`src/rtl/sysid_ext_slave_if.sv`:
```
// Avalon-MM slave bus bundle for the system-identification block.
// Master drives address/strobes/write data; slave returns pipelined read data.
interface sysid_ext_slave_if #(
  parameter int ADDR_W = 4
);
  logic [ADDR_W-1:0] address;
  logic              read;
  logic              write;
  logic [31:0]       writedata;
  logic [3:0]        byteenable;
  logic [31:0]       readdata;
  logic              readdatavalid;

  modport master (
    output address, read, write, writedata, byteenable,
    input  readdata, readdatavalid
  );

  modport slave (
    input  address, read, write, writedata, byteenable,
    output readdata, readdatavalid
  );
endinterface

```
`src/rtl/sysid_ext_slave.sv`:
```
// System-identification slave: ID/timestamp/scratch/uptime/caps/user words with
// a fixed-latency read pipeline and coherent 64-bit uptime snapshot.
module sysid_ext_slave #(
  parameter logic [31:0] SYSTEM_ID      = 32'h1111_1111,
  parameter logic [31:0] TIMESTAMP      = 32'h52FE_6E76,
  parameter logic [31:0] SCRATCH_RESET  = 32'h0000_0000,
  parameter int          ADDR_W         = 4,
  parameter int          NUM_USER_WORDS = 2,
  parameter logic [32*((NUM_USER_WORDS > 0) ? NUM_USER_WORDS : 1)-1:0] USER_WORDS = '0,
  parameter int          UPTIME_W       = 48,
  parameter int          READ_LATENCY   = 1
) (
  input logic              clock,
  input logic              reset,
  sysid_ext_slave_if.slave bus
);

  if ((NUM_USER_WORDS < 0) || (NUM_USER_WORDS > 8) || ((6 + NUM_USER_WORDS) > (2 ** ADDR_W)) ||
      (UPTIME_W < 33) || (UPTIME_W > 64) || (READ_LATENCY < 1) || (READ_LATENCY > 3)) begin : g_param_error
    $error("sysid_ext_slave: illegal parameter combination");
  end

  logic [UPTIME_W-1:0]     uptime_r;
  logic [31:0]             scratch_r;
  logic [31:0]             hi_snap_r;
  logic [31:0]             addr_s;
  logic [31:0]             caps_s;
  logic [31:0]             byte_mask_s;
  logic [31:0]             scratch_next_s;
  logic [31:0]             user_word_s;
  logic [31:0]             rd_data_s;
  logic                    rd_lo_s;
  logic                    wr_scratch_s;
  logic [READ_LATENCY-1:0] valid_pipe_r;
  logic [31:0]             data_pipe_r [READ_LATENCY];

  assign addr_s         = 32'(bus.address);
  assign caps_s         = {8'h01, 8'(NUM_USER_WORDS), 8'(UPTIME_W), 8'(READ_LATENCY)};
  assign rd_lo_s        = bus.read && (addr_s == 32'd3);
  assign wr_scratch_s   = bus.write && (addr_s == 32'd2);
  assign byte_mask_s    = {{8{bus.byteenable[3]}}, {8{bus.byteenable[2]}},
                           {8{bus.byteenable[1]}}, {8{bus.byteenable[0]}}};
  assign scratch_next_s = (scratch_r & ~byte_mask_s) | (bus.writedata & byte_mask_s);

  // User constant lookup; addresses outside 6..5+NUM_USER_WORDS fall through as zero
  always_comb begin
    user_word_s = 32'h0;
    for (int k = 0; k < NUM_USER_WORDS; k++) begin
      user_word_s = user_word_s | ((addr_s == 32'(6 + k)) ? USER_WORDS[32*k +: 32] : 32'h0);
    end
  end

  // Register map read mux, evaluated in the accept cycle
  always_comb begin
    rd_data_s = 32'h0;
    case (addr_s)
      32'd0:   rd_data_s = SYSTEM_ID;
      32'd1:   rd_data_s = TIMESTAMP;
      32'd2:   rd_data_s = scratch_r;
      32'd3:   rd_data_s = uptime_r[31:0];
      32'd4:   rd_data_s = hi_snap_r;
      32'd5:   rd_data_s = caps_s;
      default: rd_data_s = user_word_s;
    endcase
  end

  // Uptime counter, scratch register and upper-half snapshot taken with each LO read
  always_ff @(posedge clock or posedge reset) begin
    if (reset) begin
      uptime_r  <= {UPTIME_W{1'b0}};
      scratch_r <= SCRATCH_RESET;
      hi_snap_r <= 32'h0;
    end else begin
      uptime_r <= uptime_r + UPTIME_W'(1);
      if (rd_lo_s) begin
        hi_snap_r <= 32'(uptime_r[UPTIME_W-1:32]);
      end
      if (wr_scratch_s) begin
        scratch_r <= scratch_next_s;
      end
    end
  end

  // Read pipeline; data stages load only with a valid token so readdata holds between pulses
  always_ff @(posedge clock or posedge reset) begin
    if (reset) begin
      valid_pipe_r <= {READ_LATENCY{1'b0}};
      for (int k = 0; k < READ_LATENCY; k++) begin
        data_pipe_r[k] <= 32'h0;
      end
    end else begin
      valid_pipe_r[0] <= bus.read;
      if (bus.read) begin
        data_pipe_r[0] <= rd_data_s;
      end
      for (int k = 1; k < READ_LATENCY; k++) begin
        valid_pipe_r[k] <= valid_pipe_r[k-1];
        if (valid_pipe_r[k-1]) begin
          data_pipe_r[k] <= data_pipe_r[k-1];
        end
      end
    end
  end

  assign bus.readdata      = data_pipe_r[READ_LATENCY-1];
  assign bus.readdatavalid = valid_pipe_r[READ_LATENCY-1];

endmodule

```
`src/flat_wrapper.sv`:
```
// flat-port wrapper written by rule: the top's interface ports become plain ports
module sysid_ext_slave_flat 
#(
  parameter logic [31:0] SYSTEM_ID      = 32'h1111_1111,
  parameter logic [31:0] TIMESTAMP      = 32'h52FE_6E76,
  parameter logic [31:0] SCRATCH_RESET  = 32'h0000_0000,
  parameter int          ADDR_W         = 4,
  parameter int          NUM_USER_WORDS = 2,
  parameter logic [32*((NUM_USER_WORDS > 0) ? NUM_USER_WORDS : 1)-1:0] USER_WORDS = '0,
  parameter int          UPTIME_W       = 48,
  parameter int          READ_LATENCY   = 1
)
  (clock, reset, bus_address, bus_read, bus_write, bus_writedata, bus_byteenable, bus_readdata, bus_readdatavalid);
  sysid_ext_slave_if #(.ADDR_W(ADDR_W)) bus_i ();
  input logic clock;
  input logic reset;
  input wire logic [$bits(bus_i.address)-1:0] bus_address;
  input wire logic [$bits(bus_i.read)-1:0] bus_read;
  input wire logic [$bits(bus_i.write)-1:0] bus_write;
  input wire logic [$bits(bus_i.writedata)-1:0] bus_writedata;
  input wire logic [$bits(bus_i.byteenable)-1:0] bus_byteenable;
  output wire logic [$bits(bus_i.readdata)-1:0] bus_readdata;
  output wire logic [$bits(bus_i.readdatavalid)-1:0] bus_readdatavalid;
  assign bus_i.address = bus_address;
  assign bus_i.read = bus_read;
  assign bus_i.write = bus_write;
  assign bus_i.writedata = bus_writedata;
  assign bus_i.byteenable = bus_byteenable;
  assign bus_readdata = bus_i.readdata;
  assign bus_readdatavalid = bus_i.readdatavalid;
  sysid_ext_slave #(.SYSTEM_ID(SYSTEM_ID), .TIMESTAMP(TIMESTAMP), .SCRATCH_RESET(SCRATCH_RESET), .ADDR_W(ADDR_W), .NUM_USER_WORDS(NUM_USER_WORDS), .USER_WORDS(USER_WORDS), .UPTIME_W(UPTIME_W), .READ_LATENCY(READ_LATENCY)) u_core (.clock(clock), .reset(reset), .bus(bus_i));
endmodule
```
`config.mk`:
```
export PLATFORM = sky130hd
export DESIGN_NAME = sysid_ext_slave_flat
export DESIGN_NICKNAME = d
export VERILOG_FILES = /design/src/rtl/sysid_ext_slave_if.sv /design/src/rtl/sysid_ext_slave.sv /design/src/flat_wrapper.sv
export SDC_FILE = /design/constraint.sdc
export NUM_CORES = 1
export LEC_CHECK = 0
export ABC_AREA = 1
export BUFFER_PORTS_ARGS = -buffer_cell sky130_fd_sc_hd__buf_4
export CORE_MARGIN = 2
export CORE_UTILIZATION = 53
export DETAILED_ROUTE_END_ITERATION = 10
export PLACE_DENSITY = 0.77
export SYNTH_ARGS = -nofsm -noshare
export SYNTH_HDL_FRONTEND = slang
export SYNTH_SLANG_ARGS = --single-unit
```
`constraint.sdc`:
```
create_clock -name clock -period 3.5 [get_ports clock]
set_clock_uncertainty 0.05 [all_clocks]
set_input_delay 0.175 -clock clock [delete_from_list [all_inputs] [get_ports clock]]
set_output_delay 0.175 -clock clock [all_outputs]
set_load 0.01 [all_outputs]
```
# After elaboration in Yosys (flattened, before gate mapping)
# Cells that the tools add are included.
# classes
bitwise_logic	4
n_lt_le_gt_ge	0
muxes	1
n_mul	0
shifts	0
reduce_logical	3
n_eq_ne	5
add_sub_neg	1
div	0
# ops
cell	count
one-hot mux 32 bit (6 select lines)	1
bitwise AND 32 bit	2
adder 48 x 1 -> 48 bit (second input constant)	1
zero test 32 bit	1
NOT 32 bit	1
OR 32 bit	1
equality test 4 x 2 -> 1 bit (second input constant)	2
equality test 4 x 3 -> 1 bit (second input constant)	2
equality test 4 x 1 -> 1 bit (second input constant)	1
logical AND 1 bit	2
# totals
ff_bits	129
romBits	0
output_inout_bits	33
mem_bits_rw	0
wordCells	19
latch_bits	0
memories	0

# Longest topological paths before layout
# Gate-level depths: netlist of run 1.
# depth
ltp_word	3
depth_mapped	9
mapped_depth_nobuf	8

# Least setup slack after synthesis of run 1
# No wires, ideal clock.
# synth_timing
path_type	reg2reg
from	reg u_core.uptime_r[0]
to	reg u_core.uptime_r[32]
t_arrival_ps	1327
path_buffers	0
slack_ps	2002
stages_incl_launch_ff	8
setup_ps	121
path_cell_list	dfrtp_1 > ha_1 > inv_1 > nor2_4 > nand2_1 > nor2_1 > nand2_1 > xor2_1
# synth_between
elab_chain_len	1
# synth_rtl
item	line	source
from (decl)	sysid_ext_slave.sv:23	logic [UPTIME_W-1:0] uptime_r;
from (signal assigned)	sysid_ext_slave.sv:70	uptime_r <= {UPTIME_W{1'b0}};
from (signal assigned)	sysid_ext_slave.sv:74	uptime_r <= uptime_r + UPTIME_W'(1);
adder 48 x 1 -> 48 bit	sysid_ext_slave.sv:74	
# No other way between the ends.
# A chain may end at the register's enable or synchronous reset.

==> impl_results.rst, run 1 <==
.. list-table::
   :header-rows: 1

   * - Metric
     - Value
   * - Run status
     - finished, final reports clean
   * - PD cells
     - 472.2 nW/um2
   * - # hold bufs at CTS
     - 41
   * - Final core utilization
     - 68.04%
   * - Antenna Diode Count
     - 0
   * - Maximum ir drop on the vdd rail
     - 0.0003211 V
   * - Core box area
     - 11,960 um2
   * - Final Instance Area
     - 8139 um2
   * - Detailed-route via count
     - 5,932
   * - Wire length of the first global-routing pass
     - 29,410 um
   * - Combined buffer and inverter count along the critical path
     - 2
   * - Count of input and output buffers
     - 76
   * - Commonest cells after routing, fill and taps aside
     - sky130_fd_sc_hd__nand2_1 (345), sky130_fd_sc_hd__dfrtp_1 (129), sky130_fd_sc_hd__nor2_1 (84)
   * - Maximum number of pins on one net before global-route repair
     - 130
   * - Highest routed layer
     - met4
   * - Number of detailed-route iterations in the first pass
     - 5
   * - CP arrival
     - 2330 ps
   * - TritonCTS clock tree
     - yes
   * - Total of fill cells in the finished design
     - 960
   * - Most common library cell in the layout ignoring fill and taps
     - sky130_fd_sc_hd__nand2_1
   * - Clock slew seen by the registers of the worst setup and hold paths
     - 60 ps
   * - Actual slew at the worst max-slew pin
     - around 1100 ps
   * - Pleak
     - ~3.9 nW
   * - Switching power
     - approximately 0.0009 W
   * - Unique masters post-synth
     - 29
   * - Synth Net Count
     - 874
   * - # DRC
     - 0
   * - Number of synthesized register bits
     - 129
   * - Antenna-violating nets left
     - 0
   * - Setup violators final
     - 0
   * - Cell occurring most often along the worst timing path
     - sky130_fd_sc_hd__nor2_4
   * - Cell with the biggest individual delay on the critical path
     - sky130_fd_sc_hd__dlygate4sd3_1
   * - Int Power
     - 0.002946 W
   * - Max-cap violation count
     - 0
   * - Count of standard-cell rows
     - 40
   * - Global route overflow
     - 0
   * - Net switching fraction of the power
     - 23.34%
   * - Net count of the finished layout
     - 988
   * - Initial antenna violation count
     - 0
   * - Clock share of power
     - between 40% and 50%
   * - Combinational share of power
     - 7.7%
   * - Final critical-path required period
     - 2017 ps
   * - Relative slew slack
     - 27.36%
   * - 1st-iter DRT viols
     - 735
   * - Post-CTS setup-driven buffer insertion count
     - 0
   * - Number of gates given a new drive strength after cts
     - 0
   * - Post-synthesis cell count
     - 829
   * - Final WL
     - between 15,000 and 20,000 um
   * - WL/cell
     - 16.37 um
   * - Half-perimeter wire length of the detailed placement result
     - 12,310 um
   * - Worst-skew pair later-pin latency
     - 430 ps
   * - Clock Path Buffers
     - 2
   * - Top-level port count
     - 77
   * - Clock Root Buffer
     - sky130_fd_sc_hd__clkbuf_16
   * - Sequential share of power
     - 42.6%
   * - Largest fanout on the critical path
     - 32
   * - Clock H-tree levels
     - 4
   * - Post-synthesis sequential area ratio
     - 49.85%
   * - Met1 routed wirelength after detailed routing
     - 7784 um
   * - Die area
     - around 13,000 um2
   * - Via count of the first global-routing pass
     - 5,940
   * - Worst setup EP type
     - register
   * - Horiz. Die Dim
     - 114.5 um
   * - Crit-path max cell delay
     - 630 ps
   * - Maximum operating frequency
     - 495.8 MHz
   * - Overall Global Routing Usage
     - 29.35%
   * - Req. time, crit path
     - 3810 ps
   * - Number of buffers created by CTS
     - 17
   * - Mapped Area
     - 6476 um2
   * - Routed wire length on met3
     - 1215 um
   * - Tcrit/Tclk final
     - roughly 58%
   * - Number of sinks on the clock net
     - about 130
   * - Total number of yosys warnings
     - 0
   * - Total length of routed met2 wires
     - approximately 8500 um
   * - Final count of pins violating max slew
     - 0
   * - Area taken by flip-flops and latches
     - 3228 um2
   * - Mean post-synth cell area
     - 7.812 um2
   * - Layout-stage area growth over the synthesis result
     - 25.68%
   * - Critical Path Source Type
     - primary input
   * - Die Span Y
     - 114.5 um
   * - Placed inst area
     - between 7000 and 8000 um2
   * - Setup repair after global routing missed its margin
     - no
   * - Class of the most critical setup path
     - in -> reg
   * - Share of final-layout standard cells stronger than drive strength 1
     - between 10 and 15%
   * - Footprint of the multi-input gates
     - 2873 um2
   * - Class of the tightest hold or removal check
     - in -> reg
   * - Fin Setup TNS
     - 0 ps
   * - Per-cell via count in the routed design
     - roughly 5.4
   * - Largest delay contributor family on the critical path
     - simple AND/OR/NAND/NOR gates
   * - Final Wtd Congestion
     - approximately 1.0
   * - Critical path cell sequence
     - buf_4 > nor2_4 > nand2_4 > nor2_4 > nand3_1 > dlygate4sd3_1 > nand2_1
   * - Starting density of the core
     - 54.14%
   * - Final hold violation count
     - 0
-- routing by layer --
metal | GRT usage, % | vias to the layer above
met5 | 0 | -
met3 | 6.353 | 41
li1 | - | 2856
met1 | 38.51 | 2802
met2 | 46.94 | 233
met4 | 13.17 | 0
-- worst min-delay path, cell delays in order --
cell	delay, ps
sky130_fd_sc_hd__buf_4	140
sky130_fd_sc_hd__nand3_1	80
sky130_fd_sc_hd__nand2_1	60
-- cell usage after synthesis --
library cell	count	area (um2)
sky130_fd_sc_hd__clkbuf_1	8	30.03
sky130_fd_sc_hd__o21ai_2	6	52.55
sky130_fd_sc_hd__buf_6	3	33.78
sky130_fd_sc_hd__nor2_1	84	315.3
sky130_fd_sc_hd__nand3b_1	1	7.510
sky130_fd_sc_hd__and3_1	1	6.260
sky130_fd_sc_hd__nor2_4	9	101.4
sky130_fd_sc_hd__buf_4	2	15.01
sky130_fd_sc_hd__dfrtp_1	129	3228
sky130_fd_sc_hd__nand4_1	26	162.7
sky130_fd_sc_hd__buf_1	1	3.750
sky130_fd_sc_hd__o211ai_1	8	60.06
sky130_fd_sc_hd__inv_2	2	7.510
sky130_fd_sc_hd__nand3_1	80	400.4
sky130_fd_sc_hd__nand2_4	3	33.78
sky130_fd_sc_hd__o22ai_1	4	25.02
sky130_fd_sc_hd__o21ai_0	6	30.03
sky130_fd_sc_hd__ha_1	1	12.51
sky130_fd_sc_hd__inv_1	49	183.9
sky130_fd_sc_hd__xor2_1	24	210.2
sky130_fd_sc_hd__xnor2_1	7	61.31
sky130_fd_sc_hd__o21ai_1	7	35.03
sky130_fd_sc_hd__clkbuf_8	3	41.29
sky130_fd_sc_hd__buf_12	1	20.02
sky130_fd_sc_hd__a21oi_1	4	20.02
sky130_fd_sc_hd__buf_2	8	40.04
sky130_fd_sc_hd__nand2_2	3	18.77
sky130_fd_sc_hd__nand2_1	345	1295
sky130_fd_sc_hd__nor2_2	4	25.02
-- layout make-up --
class	instances	share of cell area (%)
sequential	129	39.66
inverter	51	2.398
clock inverter	11	2.152
clock buffer	21	5.657
timing repair buffer	121	12.57
multi-input combinational	623	35.30
tap	147	2.260
-- cells by family (layout without fill, tap and decap cells) --
kind of cell | count (synthesis) | after routing | share of synthesized area, %
adder cells (fa/ha/maj) | 1 | 1 | 0.1932
flip-flops | 129 | 129 | 49.85
AND/OR/NAND/NOR | 556 | 556 | 36.53
AO/OA/AOI/OAI | 35 | 35 | 3.439
XOR/XNOR | 31 | 31 | 4.192
buffers and inverters | 77 | 204 | 5.796
-- worst paths after layout --
kind                                    start                    endpoint  slack, ps  cells past startpoint
setup / recovery               bus_address[3]                    register       1480                      7
hold / removal              bus_byteenable[0]                    register         20                      3
setup reg to reg           u_core.uptime_r[1]         u_core.uptime_r[30]       1690                      7
hold reg to reg                      register                    register        420                      2
max in group asynchronous               reset         u_core.uptime_r[43]       2420                      4
min in group asynchronous               reset  asynchronous set/reset pin        440                      4
-- power groups by stage --
stage / Clock (W) / Sequential, W / Combinational [W]
CTS: 0.00192 / 0.00163 / 0.000292
finish: 0.00191 / 0.00164 / 0.000294
global placement: 0 / 0.00166 / 0.000252
detailed placement: 0 / 0.00166 / 0.000261
global route: 0.00199 / 0.00164 / 0.000332
floorplan: 0 / 0.00165 / 0.000150
-- per-stage QoR --
step                total power (W)  setup slack [ps]  std cells  hold slack, ps
floorplan                  0.001802              1680        829           156.4
global placement           0.001910              1336       1030           365.3
detailed placement         0.001916              1257       1030           366.7
CTS                        0.003848              1610       1103           9.956
global route               0.003960              1367       1103           22.04
finish                     0.003844              1483       1103           19.39
Note: power is estimated with default switching activity, not from simulation.
==> run 2, diff against run 1 <==
==> constraint.sdc (replaced) <==
create_clock -name clock -period 1.75 [get_ports clock]
set_clock_uncertainty 0.05 [all_clocks]
set_input_delay 0.0875 -clock clock [delete_from_list [all_inputs] [get_ports clock]]
set_output_delay 0.0875 -clock clock [all_outputs]
set_load 0.01 [all_outputs]
==> run 2 against run 1 <==
  * Combinational power is 110% higher
  * Register-to-register slack worse by 1600 ps
  * Global-route usage is 0.70 points higher
  * Setup slack worse by 1400 ps
  * Routed wire length is 5.0% higher
  * Clock-buffer cell count is 4 higher
  * Sequential share of layout area is 0.84 points lower
  * First-iteration DRC count is 1.2% lower
  * Non-clock buffer count is 31 higher
  * Flip-flop and latch count stayed put
  * Design area is 2.2% higher
  * Critical path type unchanged
  * Largest power group is now sequential cells
==> impl_results.rst, run 2 (synthesis gave the netlist of run 1 again) <==
.. list-table::
   :header-rows: 1

   * - Metric
     - Value
   * - Die Span Y
     - between 100 and 150 um
   * - TritonCTS clock tree
     - yes
   * - Global route overflow
     - 0
   * - Antenna-violating nets left
     - 0
   * - 1st-iter DRT viols
     - 726
   * - Antenna Diode Count
     - 0
   * - Wire length of the first global-routing pass
     - 29,950 um
   * - Per-cell via count in the routed design
     - 5.431
   * - CP arrival
     - 1960 ps
   * - Net count of the finished layout
     - 1,019
   * - Largest fanout on the critical path
     - 32
   * - Commonest cells after routing, fill and taps aside
     - sky130_fd_sc_hd__nand2_1 (345), sky130_fd_sc_hd__dfrtp_1 (129), sky130_fd_sc_hd__buf_4 (88)
   * - Final count of pins violating max slew
     - 0
   * - Class of the tightest hold or removal check
     - in -> reg
   * - Req. time, crit path
     - 2050 ps
   * - Overall Global Routing Usage
     - 30.06%
   * - Highest routed layer
     - met5
   * - Most common library cell in the layout ignoring fill and taps
     - sky130_fd_sc_hd__nand2_1
   * - Fin Setup TNS
     - 0 ps
   * - Worst setup EP type
     - register
   * - Setup repair after global routing missed its margin
     - no
   * - Count of input and output buffers
     - 76
   * - Max-cap violation count
     - 0
   * - Met1 routed wirelength after detailed routing
     - just over 8000 um
   * - Starting density of the core
     - 54.14%
   * - Maximum operating frequency
     - 601.1 MHz
   * - Horiz. Die Dim
     - 114.5 um
   * - Initial antenna violation count
     - 1
   * - Relative slew slack
     - 26.49%
   * - Area taken by flip-flops and latches
     - 3228 um2
   * - PD cells
     - about 840 nW/um2
   * - Final hold violation count
     - 0
   * - Number of non-filler instances in the completed layout
     - 1,133
   * - Count of standard-cell rows
     - 40
   * - Post-route total power
     - around 0.0070 W
   * - Total of fill cells in the finished design
     - roughly 870
   * - Clock Root Buffer
     - sky130_fd_sc_hd__clkbuf_16
   * - Total length of routed met2 wires
     - 9182 um
   * - Via count of the first global-routing pass
     - 5,828
   * - Clock H-tree levels
     - 4
   * - Number of detailed-route iterations in the first pass
     - 5
   * - Pleak
     - 3.903 nW
   * - Clock slew seen by the registers of the worst setup and hold paths
     - 60 ps
   * - Detailed-route via count
     - roughly 6,200
   * - Setup violators final
     - 0
   * - WL/cell
     - 16.74 um
   * - Final Wtd Congestion
     - 0.9844
   * - Cell Count Post-Placement
     - between 1,000 and 1,500
   * - Worst-skew pair later-pin latency
     - 420 ps
   * - Top-level port count
     - 77
   * - Final critical-path required period
     - around 1700 ps
   * - Footprint of the multi-input gates
     - 2878 um2
   * - Die area
     - about 13,000 um2
   * - Number of sinks on the clock net
     - around 130
   * - Clock Path Buffers
     - 2
   * - Actual slew at the worst max-slew pin
     - between 1000 and 1500 ps
   * - Layout-stage area growth over the synthesis result
     - 28.40%
   * - Critical Path Source Type
     - primary input
   * - Maximum ir drop on the vdd rail
     - about 0.00065 V
   * - Routed wire length on met3
     - 1417 um
   * - Tcrit/Tclk final
     - 95.06%
   * - Class of the most critical setup path
     - in -> reg
   * - Core box area
     - 11,960 um2
   * - Maximum number of pins on one net before global-route repair
     - 99
   * - Run status
     - finished, final reports clean
   * - Number of buffers created by CTS
     - 17
   * - Final WL
     - 18,970 um
   * - Share of final-layout standard cells stronger than drive strength 1
     - 14.71%
   * - # DRC
     - 0
   * - Half-perimeter wire length of the detailed placement result
     - 12,890 um
==> run 2: cell count changes in the layout (fill, tap and decap cells not counted), sizes merged <==
cell,previous run,this run
clkbuf,21,25
buf,80,90
inv,53,50
clkinvlp,3,1
dlygate4sd3,41,62
clkinv,2,6
bufinv,4,0
==> run 2: critical path, cell delays in order <==
cell,delay [ps]
sky130_fd_sc_hd__dlygate4sd3_1,560
sky130_fd_sc_hd__buf_4,210
sky130_fd_sc_hd__inv_1,810
sky130_fd_sc_hd__nand2_1,140
sky130_fd_sc_hd__nand2_1,150
==> run 2: area by class of cell <==
class,instances,area share (%)
Sequential cell,129,38.82
Multi-Input combinational cell,623,34.61
Timing Repair Buffer,152,15.89
Clock buffer,25,5.718
Inverter,51,2.347
Tap cell,147,2.212
Clock inverter,6,0.4063
==> run 2: through the flow <==
step	hold slack, ps	utilization (%)	cell area, um2	worst slack [ps]
2_1_floorplan	68.93	-	6480	17.27
3_3_place_gp	198.9	60.03	7181	141.3
3_5_place_dp	205.1	60.03	7181	66.25
4_1_cts	47.24	69.48	8310	66.88
5_1_grt	72.13	69.52	8315	12.40
6_report	58.35	69.52	8315	86.51
==> run 2: repair_timing <==
item | CTS | global route
setup buffers | 0 | 0
endpoints found under the hold margin | 176 | 0
gates resized for setup | 0 | 2
setup endpoints to repair | 0 | 5
hold buffers | 62 | 0
==> run 2: final timing paths <==
check | depth (start not counted) | slack, ps | from | end
worst max-delay path | 5 | 90 | bus_read | u_core.bus.readdata[1]
worst min-delay path | 4 | 60 | bus_byteenable[0] | register
worst max register to register | 7 | 120 | u_core.uptime_r[0] | u_core.uptime_r[30]
worst min register to register | 2 | 430 | register | register
max in group asynchronous | 4 | 880 | reset | asynchronous set/reset pin
min in group asynchronous | 4 | 300 | reset | asynchronous set/reset pin
==> run 2: per-layer routing <==
layer | up-vias | global-route usage, %
met5 | - | 0
li1 | 2936 | -
met2 | 254 | 49.63
met4 | 2 | 8.537
met3 | 31 | 6.935
met1 | 2930 | 39.89
==> run 2: report_power, final <==
group / switching [W] / total [W] / internal (W)
logic: 0.000343 / 0.000614 / 0.000271
registers: 0.000109 / 0.00327 / 0.00317
clock network: 0.00125 / 0.00311 / 0.00186
total: 0.00170 / 0.00700 / 0.00530
